==> src/rtl/unidade_controle_multiciclo_pkg.sv <==
// Shared types and codes for the multicycle RISC-V control unit.
// Holds state codes, opcodes, ALU/mux select codes and the control bundle.
package ctrl_pkg;

    typedef logic [3:0] state_t;
    typedef logic [2:0] aluFunct_t;
    typedef logic [1:0] srcB_t;
    typedef logic [1:0] memToReg_t;

    localparam state_t FETCH  = 4'd0;
    localparam state_t DECODE = 4'd1;
    localparam state_t R_EXEC = 4'd2;
    localparam state_t I_EXEC = 4'd3;
    localparam state_t ALU_WB = 4'd4;
    localparam state_t ADDR   = 4'd5;
    localparam state_t MEM_RD = 4'd6;
    localparam state_t LD_WB  = 4'd7;
    localparam state_t MEM_WR = 4'd8;
    localparam state_t LUI_WB = 4'd9;
    localparam state_t BR_INC = 4'd10;
    localparam state_t BR_CMP = 4'd11;
    localparam state_t HALT   = 4'd12;

    localparam logic [6:0] OP_R      = 7'b0110011;
    localparam logic [6:0] OP_IMM    = 7'b0010011;
    localparam logic [6:0] OP_LOAD   = 7'b0000011;
    localparam logic [6:0] OP_STORE  = 7'b0100011;
    localparam logic [6:0] OP_BRANCH = 7'b1100011;
    localparam logic [6:0] OP_LUI    = 7'b0110111;

    localparam logic [2:0] F3_DWORD = 3'b011;

    localparam aluFunct_t ALU_ADD = 3'b001;
    localparam aluFunct_t ALU_SUB = 3'b010;
    localparam aluFunct_t ALU_AND = 3'b011;
    localparam aluFunct_t ALU_XOR = 3'b110;

    localparam srcB_t SRCB_REG    = 2'b00;
    localparam srcB_t SRCB_FOUR   = 2'b01;
    localparam srcB_t SRCB_IMM    = 2'b10;
    localparam srcB_t SRCB_IMM_SH = 2'b11;

    localparam memToReg_t M2R_ALU  = 2'b00;
    localparam memToReg_t M2R_MDR  = 2'b01;
    localparam memToReg_t M2R_SEXT = 2'b10;

    typedef struct packed {
        logic      PCSrc;
        aluFunct_t ALUFunct;
        logic      ALUSrcA;
        srcB_t     ALUSrcB;
        logic      PCWrite;
        logic      PCWriteCond;
        logic      BranchOp;
        logic      LoadIR;
        logic      LoadRegA;
        logic      LoadRegB;
        logic      LoadALUOut;
        logic      LoadMDR;
        logic      WriteReg;
        memToReg_t MemToReg;
        logic      DMemWrite;
        logic      Halted;
    } ctrl_t;

    // PC <- PC + 4 through the ALU result path
    function automatic ctrl_t pc4(input ctrl_t c);
        ctrl_t r;
        r          = c;
        r.ALUSrcA  = 1'b0;
        r.ALUSrcB  = SRCB_FOUR;
        r.ALUFunct = ALU_ADD;
        r.PCSrc    = 1'b0;
        r.PCWrite  = 1'b1;
        return r;
    endfunction

endpackage

==> src/rtl/unidade_controle_multiciclo_if.sv <==
// Control bus between the multicycle control unit and the datapath.
// master = control unit (reads inst, drives controls); slave = datapath.
interface unidade_controle_multiciclo_if;
    import ctrl_pkg::*;

    logic [31:0] inst;
    logic        PCSrc;
    aluFunct_t   ALUFunct;
    logic        ALUSrcA;
    srcB_t       ALUSrcB;
    logic        PCWrite;
    logic        PCWriteCond;
    logic        BranchOp;
    logic        LoadIR;
    logic        LoadRegA;
    logic        LoadRegB;
    logic        LoadALUOut;
    logic        LoadMDR;
    logic        WriteReg;
    memToReg_t   MemToReg;
    logic        IMemWrite;
    logic        DMemWrite;
    logic        Halted;

    modport master (
        input  inst,
        output PCSrc, ALUFunct, ALUSrcA, ALUSrcB,
        output PCWrite, PCWriteCond, BranchOp,
        output LoadIR, LoadRegA, LoadRegB, LoadALUOut, LoadMDR,
        output WriteReg, MemToReg, IMemWrite, DMemWrite, Halted
    );

    modport slave (
        output inst,
        input  PCSrc, ALUFunct, ALUSrcA, ALUSrcB,
        input  PCWrite, PCWriteCond, BranchOp,
        input  LoadIR, LoadRegA, LoadRegB, LoadALUOut, LoadMDR,
        input  WriteReg, MemToReg, IMemWrite, DMemWrite, Halted
    );

endinterface

==> src/rtl/unidade_controle_multiciclo_alu_control.sv <==
// R-type funct3/funct7 decoder: ALU operation plus illegal-encoding flag.
// In: funct3, funct7. Out: aluFunct, illegal.
module alu_control
    import ctrl_pkg::*;
(
    input  logic [2:0] funct3,
    input  logic [6:0] funct7,
    output aluFunct_t  aluFunct,
    output logic       illegal
);

    logic [9:0] key;

    assign key = {funct7, funct3};

    always_comb begin
        aluFunct = ALU_ADD;
        illegal  = 1'b0;
        unique case (1'b1)
            (key == {7'b0000000, 3'b000}): aluFunct = ALU_ADD;
            (key == {7'b0100000, 3'b000}): aluFunct = ALU_SUB;
            (key == {7'b0000000, 3'b111}): aluFunct = ALU_AND;
            (key == {7'b0000000, 3'b100}): aluFunct = ALU_XOR;
            default:                       illegal  = 1'b1;
        endcase
    end

endmodule

==> src/rtl/unidade_controle_multiciclo.sv <==
// Multicycle control FSM for the 64-bit RISC-V datapath (add/sub/and/xor,
// addi, ld, sd, beq, bne, lui). Ports: clk, Reset (async, active-low), bus.
module unidade_controle_multiciclo
    import ctrl_pkg::*;
#(
    parameter int IMEM_WAIT = 1,
    parameter int DMEM_WAIT = 1
) (
    input logic                          clk,
    input logic                          Reset,
    unidade_controle_multiciclo_if.master bus
);

    state_t    state;
    state_t    nxt;
    state_t    decNext;
    logic [2:0] waitCnt;
    logic      lastF;
    logic      lastM;
    logic [6:0] opcode;
    logic [2:0] funct3;
    aluFunct_t aluFunct;
    logic      aluIllegal;
    ctrl_t     c;
    logic      unusedInst;

    assign opcode     = bus.inst[6:0];
    assign funct3     = bus.inst[14:12];
    assign unusedInst = ^{bus.inst[24:15], bus.inst[11:7]};

    assign lastF = (waitCnt == 3'(IMEM_WAIT));
    assign lastM = (waitCnt == 3'(DMEM_WAIT));

    alu_control uAluCtrl (
        .funct3   (funct3),
        .funct7   (bus.inst[31:25]),
        .aluFunct (aluFunct),
        .illegal  (aluIllegal)
    );

    always_comb begin
        decNext = HALT;
        unique case (1'b1)
            (opcode == OP_R):
                decNext = aluIllegal ? HALT : R_EXEC;
            (opcode == OP_IMM):
                decNext = (funct3 == 3'b000) ? I_EXEC : HALT;
            (opcode == OP_LOAD),
            (opcode == OP_STORE):
                decNext = (funct3 == F3_DWORD) ? ADDR : HALT;
            (opcode == OP_BRANCH):
                decNext = (funct3[2:1] == 2'b00) ? BR_INC : HALT;
            (opcode == OP_LUI):
                decNext = LUI_WB;
            default:
                decNext = HALT;
        endcase
    end

    always_comb begin
        nxt = state;
        unique case (state)
            FETCH:  if (lastF) nxt = DECODE;
            DECODE: nxt = decNext;
            R_EXEC: nxt = ALU_WB;
            I_EXEC: nxt = ALU_WB;
            ALU_WB: nxt = FETCH;
            ADDR:   nxt = (opcode == OP_STORE) ? MEM_WR : MEM_RD;
            MEM_RD: if (lastM) nxt = LD_WB;
            LD_WB:  nxt = FETCH;
            MEM_WR: nxt = FETCH;
            LUI_WB: nxt = FETCH;
            BR_INC: nxt = BR_CMP;
            BR_CMP: nxt = FETCH;
            HALT:   nxt = HALT;
            default: nxt = HALT;
        endcase
    end

    // Counter only runs while lingering in a wait state; any exit clears it
    always_ff @(posedge clk or negedge Reset) begin
        if (!Reset) begin
            state   <= FETCH;
            waitCnt <= '0;
        end else begin
            state <= nxt;
            if (nxt == state && (state == FETCH || state == MEM_RD))
                waitCnt <= waitCnt + 3'd1;
            else
                waitCnt <= '0;
        end
    end

    always_comb begin
        c = '0;
        unique case (state)
            FETCH: c.LoadIR = lastF;
            DECODE: begin
                c.LoadRegA   = 1'b1;
                c.LoadRegB   = 1'b1;
                c.ALUSrcA    = 1'b0;
                c.ALUSrcB    = SRCB_IMM_SH;
                c.ALUFunct   = ALU_ADD;
                c.LoadALUOut = 1'b1;
            end
            R_EXEC: begin
                c.ALUSrcA    = 1'b1;
                c.ALUSrcB    = SRCB_REG;
                c.ALUFunct   = aluFunct;
                c.LoadALUOut = 1'b1;
            end
            I_EXEC, ADDR: begin
                c.ALUSrcA    = 1'b1;
                c.ALUSrcB    = SRCB_IMM;
                c.ALUFunct   = ALU_ADD;
                c.LoadALUOut = 1'b1;
            end
            ALU_WB: begin
                c          = pc4(c);
                c.WriteReg = 1'b1;
                c.MemToReg = M2R_ALU;
            end
            MEM_RD: c.LoadMDR = lastM;
            LD_WB: begin
                c          = pc4(c);
                c.WriteReg = 1'b1;
                c.MemToReg = M2R_MDR;
            end
            MEM_WR: begin
                c           = pc4(c);
                c.DMemWrite = 1'b1;
            end
            LUI_WB: begin
                c          = pc4(c);
                c.WriteReg = 1'b1;
                c.MemToReg = M2R_SEXT;
            end
            // ALUOut keeps the target computed in DECODE
            BR_INC: c = pc4(c);
            BR_CMP: begin
                c.ALUSrcA     = 1'b1;
                c.ALUSrcB     = SRCB_REG;
                c.ALUFunct    = ALU_SUB;
                c.PCSrc       = 1'b1;
                c.PCWriteCond = 1'b1;
                c.BranchOp    = bus.inst[12];
            end
            HALT: c.Halted = 1'b1;
            default: c = '0;
        endcase
        // Controls go quiet as soon as reset is asserted
        if (!Reset) c = '0;
    end

    assign bus.PCSrc       = c.PCSrc;
    assign bus.ALUFunct    = c.ALUFunct;
    assign bus.ALUSrcA     = c.ALUSrcA;
    assign bus.ALUSrcB     = c.ALUSrcB;
    assign bus.PCWrite     = c.PCWrite;
    assign bus.PCWriteCond = c.PCWriteCond;
    assign bus.BranchOp    = c.BranchOp;
    assign bus.LoadIR      = c.LoadIR;
    assign bus.LoadRegA    = c.LoadRegA;
    assign bus.LoadRegB    = c.LoadRegB;
    assign bus.LoadALUOut  = c.LoadALUOut;
    assign bus.LoadMDR     = c.LoadMDR;
    assign bus.WriteReg    = c.WriteReg;
    assign bus.MemToReg    = c.MemToReg;
    assign bus.IMemWrite   = 1'b0;
    assign bus.DMemWrite   = c.DMemWrite;
    assign bus.Halted      = c.Halted;

endmodule

==> src/flat_wrapper.sv <==
// flat-port wrapper written by rule: the top's interface ports become plain ports
module unidade_controle_multiciclo_flat import ctrl_pkg::*;
#(
    parameter int IMEM_WAIT = 1,
    parameter int DMEM_WAIT = 1
)
  (clk, Reset, bus_inst, bus_PCSrc, bus_ALUFunct, bus_ALUSrcA, bus_ALUSrcB, bus_PCWrite, bus_PCWriteCond, bus_BranchOp, bus_LoadIR, bus_LoadRegA, bus_LoadRegB, bus_LoadALUOut, bus_LoadMDR, bus_WriteReg, bus_MemToReg, bus_IMemWrite, bus_DMemWrite, bus_Halted);
  unidade_controle_multiciclo_if bus_i ();
  input logic clk;
  input logic Reset;
  input wire logic [$bits(bus_i.inst)-1:0] bus_inst;
  output wire logic [$bits(bus_i.PCSrc)-1:0] bus_PCSrc;
  output wire logic [$bits(bus_i.ALUFunct)-1:0] bus_ALUFunct;
  output wire logic [$bits(bus_i.ALUSrcA)-1:0] bus_ALUSrcA;
  output wire logic [$bits(bus_i.ALUSrcB)-1:0] bus_ALUSrcB;
  output wire logic [$bits(bus_i.PCWrite)-1:0] bus_PCWrite;
  output wire logic [$bits(bus_i.PCWriteCond)-1:0] bus_PCWriteCond;
  output wire logic [$bits(bus_i.BranchOp)-1:0] bus_BranchOp;
  output wire logic [$bits(bus_i.LoadIR)-1:0] bus_LoadIR;
  output wire logic [$bits(bus_i.LoadRegA)-1:0] bus_LoadRegA;
  output wire logic [$bits(bus_i.LoadRegB)-1:0] bus_LoadRegB;
  output wire logic [$bits(bus_i.LoadALUOut)-1:0] bus_LoadALUOut;
  output wire logic [$bits(bus_i.LoadMDR)-1:0] bus_LoadMDR;
  output wire logic [$bits(bus_i.WriteReg)-1:0] bus_WriteReg;
  output wire logic [$bits(bus_i.MemToReg)-1:0] bus_MemToReg;
  output wire logic [$bits(bus_i.IMemWrite)-1:0] bus_IMemWrite;
  output wire logic [$bits(bus_i.DMemWrite)-1:0] bus_DMemWrite;
  output wire logic [$bits(bus_i.Halted)-1:0] bus_Halted;
  assign bus_i.inst = bus_inst;
  assign bus_PCSrc = bus_i.PCSrc;
  assign bus_ALUFunct = bus_i.ALUFunct;
  assign bus_ALUSrcA = bus_i.ALUSrcA;
  assign bus_ALUSrcB = bus_i.ALUSrcB;
  assign bus_PCWrite = bus_i.PCWrite;
  assign bus_PCWriteCond = bus_i.PCWriteCond;
  assign bus_BranchOp = bus_i.BranchOp;
  assign bus_LoadIR = bus_i.LoadIR;
  assign bus_LoadRegA = bus_i.LoadRegA;
  assign bus_LoadRegB = bus_i.LoadRegB;
  assign bus_LoadALUOut = bus_i.LoadALUOut;
  assign bus_LoadMDR = bus_i.LoadMDR;
  assign bus_WriteReg = bus_i.WriteReg;
  assign bus_MemToReg = bus_i.MemToReg;
  assign bus_IMemWrite = bus_i.IMemWrite;
  assign bus_DMemWrite = bus_i.DMemWrite;
  assign bus_Halted = bus_i.Halted;
  unidade_controle_multiciclo #(.IMEM_WAIT(IMEM_WAIT), .DMEM_WAIT(DMEM_WAIT)) u_core (.clk(clk), .Reset(Reset), .bus(bus_i));
endmodule
==> config.mk <==
export PLATFORM = sky130hd
export DESIGN_NAME = unidade_controle_multiciclo_flat
export DESIGN_NICKNAME = d
export VERILOG_FILES = /design/src/rtl/unidade_controle_multiciclo_pkg.sv /design/src/rtl/unidade_controle_multiciclo_if.sv /design/src/rtl/unidade_controle_multiciclo_alu_control.sv /design/src/rtl/unidade_controle_multiciclo.sv /design/src/flat_wrapper.sv
export SDC_FILE = /design/constraint.sdc
export NUM_CORES = 1
export LEC_CHECK = 0
export ABC_AREA = 1
export ABC_CLOCK_PERIOD_IN_PS = 4300
export CAP_MARGIN = 20
export CELL_PAD_IN_SITES_DETAIL_PLACEMENT = 0
export CELL_PAD_IN_SITES_GLOBAL_PLACEMENT = 2
export CORE_MARGIN = 2
export CORE_UTILIZATION = 18
export CTS_CLUSTER_DIAMETER = 60
export DETAILED_ROUTE_END_ITERATION = 12
export GPL_TIMING_DRIVEN = 0
export HOLD_SLACK_MARGIN = 0.02
export PLACE_DENSITY_LB_ADDON = 0.12
export RECOVER_POWER = 100
export SYNTH_ARGS = -nofsm -noshare
export SYNTH_HDL_FRONTEND = slang
export SYNTH_SLANG_ARGS = --single-unit
==> constraint.sdc <==
create_clock -name clk -period 4.3 [get_ports clk]
set_input_delay 1.29 -clock clk [delete_from_list [all_inputs] [get_ports clk]]
set_output_delay 1.29 -clock clk [all_outputs]
set_load 0.01 [all_outputs]
* Yosys cells after proc, flatten, opt, wreduce, memory -nomap -nowiden
Cells that the tools add are included.
Storage, ports and cells: register bits after elaboration 7, input port bits 34, output and inout port bits 21, logic and storage cells 62
Cells by class: $add $sub $neg 1, equality and inequality tests 24, muxes and demuxes 22, reduce and logical (&&, ||, !) cells 13
Operator list (count):
- one-hot mux 6 bit (5 select lines) | 1
- one-hot mux 4 bit (7 select lines) | 1
- two-way mux 4 bit | 6
- == test 7 x 6 -> 1 bit, second input constant | 3
- == test 10 x 3 -> 1 bit, second input constant | 2
- == test 4 bit, second input constant | 5
- two-way mux 20 bit | 1
- one-hot mux 4 bit (5 select lines) | 1
- == test 4 x 3 -> 1 bit, second input constant | 4
- one-hot mux 4 bit (4 select lines) | 1
- == test 10 x 9 -> 1 bit, second input constant | 1
- zero test 10 bit | 1
- OR reduction 5 bit | 2
- one-hot mux 3 bit (3 select lines) | 1
- == test 4 x 2 -> 1 bit, second input constant | 2
- OR reduction 4 bit | 2
- == test 7 x 2 -> 1 bit, second input constant | 1
- == test 7 x 5 -> 1 bit, second input constant | 1
- == test 7 bit, second input constant | 1
- two-way mux 1 bit | 6
- two-way mux 3 bit | 2
- OR reduction 2 bit | 3
- == test 4 x 1 -> 1 bit, second input constant | 1
- == test 4 bit | 1
- 9 further kinds | 10

* Logic depth before layout (Yosys ltp)
Gate-level depths: netlist of run 1.
depth in word-level cells 8, mapped depth 10, mapped depth without buffers 10

* Modules after synthesis
A second synthesis of run 1 with hierarchy kept.
Unflattened totals: cell total of the unflattened synthesis 158, area, all modules 942.2 µm²
By module, submodules not included:
- unidade_controle_multiciclo | instances 1, cells each 134, area each 835.8 µm², seq. area each 175.2 µm²
- alu_control | instances 1, cells each 24, area each 106.4 µm², seq. area each 0.0 µm²

* Worst setup path before layout of run 1
No wires, ideal clock.
kind input port to output port, start point in bus_inst[13], end point out bus_ALUFunct[1], arrival 2.034 ns, data required time 3.010 ns, path slack 0.976 ns, stages on the path 7, path through nor2_2 nand2_1 nor2_1 nand2_1 nand2_1 nand2_1 a21oi_1
Between the ends: cells in the longest elaborated chain, start to end 4, elaborated cells on any way between the ends 6
RTL lines:
- start: declaration | RTL line flat_wrapper.sv:11 | input wire logic [$bits(bus_i.inst)-1:0] bus_inst;
- == test 10 x 3 -> 1 bit (tied with other cells) | RTL line unidade_controle_multiciclo_alu_control.sv:23 | (key == {7'b0000000, 3'b100}): aluFunct = ALU_XOR;
- one-hot mux 3 bit (3 select lines) (*) | RTL line unidade_controle_multiciclo_alu_control.sv:19 | unique case (1'b1)
- one-hot mux 6 bit (5 select lines) (*) | RTL line unidade_controle_multiciclo.sv:96 | unique case (state)
- two-way mux 20 bit (*) | RTL line unidade_controle_multiciclo.sv:152 | if (!Reset) c = '0;
- end: declaration | RTL line flat_wrapper.sv:13 | output wire logic [$bits(bus_i.ALUFunct)-1:0] bus_ALUFunct;
Every way passes the cells marked *; elsewhere a longest branch is shown, timed or not.

* Worst setup path after layout of run 1
start point in bus_inst[14], end point out bus_ALUFunct[0]
The elaborated chain is that of the path after synthesis.

==> results of run 1 <==
## metrics by stage
stage | cells | hold slack, ns | util
after floorplan | 163 | 0.4345 | -
after detailed placement | 268 | 0.4554 | 0.2862
after global placement | 268 | 0.4522 | 0.2862
after CTS | 272 | 0.4603 | 0.2964
final | 272 | 0.4614 | 0.2943
after global routing | 272 | 0.4964 | 0.2943
## critical path: stages
cell and delay [ns]:
clkdlybuf4s50_1 0.52, inv_2 0.08, nor2_1 0.09, nand2_1 0.07, nor2_2 0.12, o21ai_1 0.11, nand2_1 0.09, nand2_1 0.05
nand2_1 0.06, a21oi_1 0.05, dlygate4sd2_1 0.29
## per-layer routing
metal	vias to the layer above	wire length, µm	track usage
met4	0	31	0.03509
met2	27	1268	0.1778
met3	5	174	0.02677
met1	488	1274	0.1323
li1	594	-	-
met5	-	0	0
## cell type report
| cell class | count | area, µm² |
|---|---|---|
| fill | 581 | 3400 |
| multi-input combinational | 127 | 611.8 |
| timing repair buffer | 38 | 380.4 |
| sequential | 7 | 175.2 |
| inverter | 25 | 93.84 |
| tap | 67 | 83.83 |
| clock buffer | 4 | 45.04 |
| buffer | 4 | 27.53 |
## registers in the layout, indices dropped and copies added (netlist names)
signal / flops
u_core.state: 4
u_core.waitCnt: 3
## placed cells by master (no fill, tap or decap), types with 2 or more instances in the layout
| cell type | n |
|---|---|
| clkdlybuf4s50_1 | 18 |
| nor2_4 | 2 |
| nand3_1 | 11 |
| buf_4 | 3 |
| dlygate4sd3_1 | 16 |
| inv_1 | 20 |
| nand2_1 | 46 |
| nand2_2 | 3 |
| nor2_2 | 2 |
| nand4_1 | 4 |
| clkbuf_8 | 3 |
| a31oi_1 | 2 |
| a21oi_1 | 4 |
| dfrtp_1 | 7 |
| nor3_1 | 3 |
| nor2_1 | 33 |
| inv_2 | 5 |
| o21ai_0 | 3 |
| a21oi_2 | 2 |
| ha_1 | 2 |
## path summary, 6_finish.rpt
path	end	cells past startpoint	slack [ns]	start
worst max-delay path	bus_ALUFunct[0]	11	0.18	bus_inst[14]
worst min-delay path	u_core.waitCnt[0]$_DFF_PN0_	1	0.46	u_core.waitCnt[0]$_DFF_PN0_
worst max register to register	u_core.waitCnt[1]$_DFF_PN0_	7	2.90	u_core.state[3]$_DFF_PN0_
worst min register to register	u_core.waitCnt[0]$_DFF_PN0_	1	0.46	u_core.waitCnt[0]$_DFF_PN0_
max in group asynchronous	u_core.waitCnt[1]$_DFF_PN0_	1	3.06	Reset
min in group asynchronous	u_core.state[1]$_DFF_PN0_	1	1.02	Reset
## cell families (layout without fill, tap and decap cells)
family	after synthesis	after routing	synth area share
simple gates	111	111	0.5595
fa+ha+maj	2	2	0.02736
compound gates	12	12	0.07660
xor+xnor	1	1	0.009578
flops	7	7	0.1915
buf+inv	29	71	0.1313
other cells	1	1	0.004100
## power groups by stage
stage | combinational, µW | sequential [µW] | clock (µW)
2_1_floorplan | 13.9 | 67.1 | 0
3_3_place_gp | 37.9 | 67.1 | 0
3_5_place_dp | 38.2 | 67.1 | 0
4_1_cts | 38.8 | 66.2 | 95.7
5_1_grt | 42.2 | 66.1 | 104
6_report | 37.5 | 66.2 | 91.8
==> results.toml, run 1 <==
[route]
vias = 1114
drt_iter0_markers = 35
first_pass_iters = 4
drcViolationCount = 0
routedWlPerCell_um = 10.11
ant_nets = 0
vias_per_cell = 4.096
totalWireLength_um = 2749

[clocking]
clock-root-buffer = "clkbuf_8"
cts_hold_buf = 0
cts_buffer_depth = 2
clkLatencyLatePin_ns = 0.23
post_cts_resize_count = 6
path_clk_slew_ns = 0.04
tritoncts = "done"
htree_levels = 1
post-cts-setup-buffers = 0
clock_sinks = 7
numCtsBuffers = 3

[layout]
drive_gt1_frac = 0.1171
nNetsFinal = 242
areaGrowthSynthToFinish_pct = 54.99
design_area_um2 = 1418
antenna-diode-count = 0

[sta]
fin_ws_ns = 0.1770
fmax_mhz = 242.5
finalSetupTns_ns = 0
finClkSkew_ns = 0.001960
rsz0062_at_grt = "no"
drv_slew = 0
setup_viol = 0
finalHoldViolCount = 0
post-route-period-util = 0.9588
fin_crit_ns = 4.123

[place]
io_buffers = 38
routabilityCongestion = 0.7775
pre_cts_ws_ns = -0.3868
hpwl_um = 2456
placed_area_um2 = 1379

[die]
row_count = 25
io-pin-count = 55
core_area_um2 = 4817
dieArea_um2 = 5667
fp.dieH_um = 75.28
fp.dieW_um = 75.28
start_util = 0.1899

[synth]
yosysWarningCount = 0
synth_top_area_share = 0.1915
yosys-top-cells-area = "dfrtp_1 (19%), nand2_1 (18%), nor2_1 (13%)"
syn_nets = 199
synthArstFlopShare = 1.000
synth_area_per_cell_um2 = 5.611
yosys_most_used_dff = "dfrtp_1"
ys_seq_elements = 7
synth_edf_count = 0
yosysMostFrequentCell = "nand2_1"
yosysSeqAreaShare = 0.1915
netlist_area_um2 = 914.6
yosys.area.top_type = "dfrtp_1"
yosys.cell_types.count = 28
ys_top_cells_by_count = "nand2_1 (45), nor2_1 (31), inv_1 (20), nand3_1 (11), dfrtp_1 (7)"
synthCells = 163

[pwr]
p_sw_frac = 0.2340
power.internal_uw = 149.7
power.net_switching_uw = 45.74
power_uw = 195.5
p_seq_frac = 0.339
powerDensity_nw_per_um2 = 137.9
p_leak_uw = 0.0006923
share_comb_of_total_power = 0.192
power_frac_clock = 0.469
vdd_ir_drop_max_mv = 0.1132

[grt]
grt_pass1_vias = 1054
grt_pass1_wl_um = 4602
grt-ovfl-total = 0
grt_usage = 0.1060
grt_start_max_net_pins = 11
antenna_found_initial = 0

[status]
status = "finished, final reports clean"

[critical_path]
crit_required_ns = 3.01
crit_type = "input pin to primary output"
path_max_fanout = 5
critical_path.startpoint_type = "input pin"
cp.arrival_ns = 2.83
end_kind = "primary output"

[worst_hold_path]
worstHoldPathType = "flip-flop to flip-flop"

[flow_run]
cap_violations = 0
No activity file was read; power rests on OpenSTA's default activity.
==> inputs of run 2 (changes only) <==
--- a/config.mk
+++ b/config.mk
@@ -11,13 +11,16 @@
 export CELL_PAD_IN_SITES_DETAIL_PLACEMENT = 0
 export CELL_PAD_IN_SITES_GLOBAL_PLACEMENT = 2
 export CORE_MARGIN = 2
-export CORE_UTILIZATION = 18
+export CORE_UTILIZATION = 19
 export CTS_CLUSTER_DIAMETER = 60
 export DETAILED_ROUTE_END_ITERATION = 12
 export GPL_TIMING_DRIVEN = 0
 export HOLD_SLACK_MARGIN = 0.02
+export MAX_ROUTING_LAYER = met4
 export PLACE_DENSITY_LB_ADDON = 0.12
 export RECOVER_POWER = 100
+export SKIP_LAST_GASP = 1
 export SYNTH_ARGS = -nofsm -noshare
 export SYNTH_HDL_FRONTEND = slang
+export SYNTH_HIERARCHICAL = 1
 export SYNTH_SLANG_ARGS = --single-unit
==> run 2 against run 1 <==
- power is 130% higher
- final cell count is 1.8% lower
- clock skew is 0.0016 ns lower
- core utilization is 0.44 points higher
- sequential power is 65% higher
- non-clock buffer count is 1 higher
==> results.toml, run 2 <==
[route]
vias = 1101
drt_iter0_markers = 42
ant_nets = 0
vias_per_cell = 4.124
totalWireLength_um = 2748
first_pass_iters = 4
drcViolationCount = 0
routedWlPerCell_um = 10.29

[place]
routabilityCongestion = 0.7961
io_buffers = 38
hpwl_um = 2424
placed_area_um2 = 1406
dp.cells = 263

[critical_path]
path_max_fanout = 4
crit_required_ns = 3.01
r2r_end = "u_core/waitCnt[1]$_DFF_PN0_"
cp_common_cell = "nand2_2"
crit_family = "buffers and inverters"
endpoint = "bus_ALUFunct[0]"
cp_num_buf_inv = 3
end_kind = "primary output"
critical_path.startpoint_type = "input pin"
cp.arrival_ns = 2.78
worstSetupPathDepth = 9
reg2reg_slack_ns = 2.83
worstRegToRegCells = 7
worst_path_max_delay_cell = "clkdlybuf4s50_1"
slowest_delay_ns = 0.47
r2r_start = "u_core/state[0]$_DFF_PN0_"
crit_start = "bus_inst[13]"
cp_cell_sequence = "clkdlybuf4s50_1, nand2_1, inv_1, o21ai_1, nand2_2, nand2_2, nand4_1, a31oi_1, dlygate4sd2_1"
crit_type = "input pin to primary output"

[pwr]
share_comb_of_total_power = 0.571
power_frac_clock = 0.191
power.internal_uw = 263.7
p_sw_frac = 0.4256
power.net_switching_uw = 195.4
p_seq_frac = 0.238
vdd_ir_drop_max_mv = 0.08237
powerDensity_nw_per_um2 = 323.3
p_leak_uw = 0.0006919

[worst_hold_path]
worstHoldPathType = "flip-flop to flip-flop"
hold_path_depth = 1

[grt]
grt_start_max_net_pins = 11
grt_usage = 0.1024
grt_pass1_vias = 1034
grt_pass1_wl_um = 4436
antenna_found_initial = 0
grt-ovfl-total = 0

[clocking]
cts_hold_buf = 0
tritoncts = "done"
cts_buffer_depth = 2
htree_levels = 1
clkLatencyLatePin_ns = 0.22
clock-root-buffer = "clkbuf_8"
numCtsBuffers = 3
path_clk_slew_ns = 0.04
clock_sinks = 7

[synth]
yosysMostFrequentCell = "nand2_1"
synth_top_area_share = 0.1859
yosysSeqAreaShare = 0.1859
ys_top_cells_by_count = "nand2_1 (29), inv_1 (25), nor2_1 (21), nand3_1 (13), nor2_2 (8)"
synth_edf_count = 0
ys_seq_elements = 7
netlist_area_um2 = 942.2
yosys_most_used_dff = "dfrtp_1"
synth_area_per_cell_um2 = 5.963
yosys.area.top_type = "dfrtp_1"
yosysWarningCount = 6
synthArstFlopShare = 1.000
yosys.cell_types.count = 31
yosys-top-cells-area = "dfrtp_1 (19%), nand2_1 (12%), inv_1 (10%)"
synthCells = 158
syn_nets = 194

[die]
core_area_um2 = 4755
dieArea_um2 = 5538
fp.dieW_um = 74.42
start_util = 0.1982
io-pin-count = 55
fp.dieH_um = 74.42
row_count = 25

[sta]
drv_slew = 0
fmax_mhz = 245.4
finalHoldViolCount = 0
finClkSkew_ns = 0.0003466
setup_viol = 0
rsz0062_at_grt = "no"
fin_crit_ns = 4.074
post-route-period-util = 0.9475

[status]
status = "finished, final reports clean"

[layout]
layout_commonest_cell = "nand2_1"
drive_gt1_frac = 0.1600
antenna-diode-count = 0
n_fill_cell = 565
nNetsFinal = 237
areaGrowthSynthToFinish_pct = 50.73
design_area_um2 = 1420
largest_reg_flops = 4
layout_common_cells = "nand2_1 (29), inv_1 (25), nor2_1 (22)"
largestRegisters = "u_core/state: 4 flops, u_core/waitCnt: 3 flops"
top_register = "u_core/state"
final_cells = 267

[flow_run]
cap_violations = 0
run 2: cells by family after synthesis:
family                     count (synthesis)  share of synthesized area
AOI/OAI and AO/OA                         14                    0.09030
xor gates and xnor gates                   1                   0.009298
adders and majority gates                  2                    0.02656
buffers and inverters                     36                     0.1594
DFF                                        7                     0.1859
other                                      1                   0.003980
and+or+nand+nor                           97                     0.5246
run 2: routing by layer:
metal / vias up / wire (µm) / track usage
met5: - / 0 / -
met4: 0 / 0 / 0.01190
met3: 0 / 128 / 0.004065
met2: 29 / 1358 / 0.1878
met1: 488 / 1261 / 0.1279
li1: 584 / - / -
run 2: layout make-up:
class	instances	area, µm²	share of cell area
clock buffer	4	45.04	0.03172
timing repair buffer	38	366.6	0.2582
sequential	7	175.2	0.1233
buffer	5	33.78	0.02379
tap	67	83.83	0.05903
multi-input combinational	115	598.1	0.4211
inverter	31	117.6	0.08282
run 2: repair_timing:
item | CTS | global route
buffers inserted | 0 | 0
endpoints found under the setup margin | 19 | 3
resized for setup | 6 | 5
run 2: worst min-delay path by stage:
stage / start / end / slack, ns
final: u_core/waitCnt[0]$_DFF_PN0_ / u_core/waitCnt[0]$_DFF_PN0_ / 0.49
after global routing: u_core/waitCnt[0]$_DFF_PN0_ / u_core/waitCnt[0]$_DFF_PN0_ / 0.50
after CTS: u_core/waitCnt[0]$_DFF_PN0_ / u_core/waitCnt[0]$_DFF_PN0_ / 0.48
after detailed placement: u_core/waitCnt[0]$_DFF_PN0_ / u_core/waitCnt[0]$_DFF_PN0_ / 0.47
after global placement: u_core/waitCnt[0]$_DFF_PN0_ / u_core/waitCnt[0]$_DFF_PN0_ / 0.45
after floorplan: u_core/waitCnt[0]$_DFF_PN0_ / u_core/waitCnt[0]$_DFF_PN0_ / 0.44
run 2: power by group through the flow:
stage	Sequential (µW)	Clock, µW	Combinational [µW]
2_1_floorplan	104	0	176
3_3_place_gp	109	0	279
3_5_place_dp	110	0	282
4_1_cts	110	90.0	281
5_1_grt	112	92.6	296
6_report	109	87.6	262
run 2: per-stage QoR:
stage / power [µW] / hold WS, ns / utilization / setup TNS (ns) / setup slack, ns
after floorplan: 279.8 / 0.4354 / - / 0 / 0.9398
after global placement: 387.8 / 0.4479 / 0.2958 / -7.480 / -0.5788
after detailed placement: 392.1 / 0.4712 / 0.2958 / -8.270 / -0.6036
after CTS: 480.7 / 0.4843 / 0.3053 / 0 / 0.02294
after global routing: 500.3 / 0.5035 / 0.2987 / 0 / 0.02327
final: 459.1 / 0.4878 / 0.2987 / 0 / 0.2258
==> inputs of run 3 (changes only) <==
--- a/config.mk
+++ b/config.mk
@@ -12,7 +12,7 @@
 export CELL_PAD_IN_SITES_GLOBAL_PLACEMENT = 2
 export CORE_MARGIN = 2
 export CORE_UTILIZATION = 19
-export CTS_CLUSTER_DIAMETER = 60
+export CTS_CLUSTER_DIAMETER = 80
 export DETAILED_ROUTE_END_ITERATION = 12
 export GPL_TIMING_DRIVEN = 0
 export HOLD_SLACK_MARGIN = 0.02
==> results of run 3 <==
Final layout, timing and power as in run 2 (identical DEF).
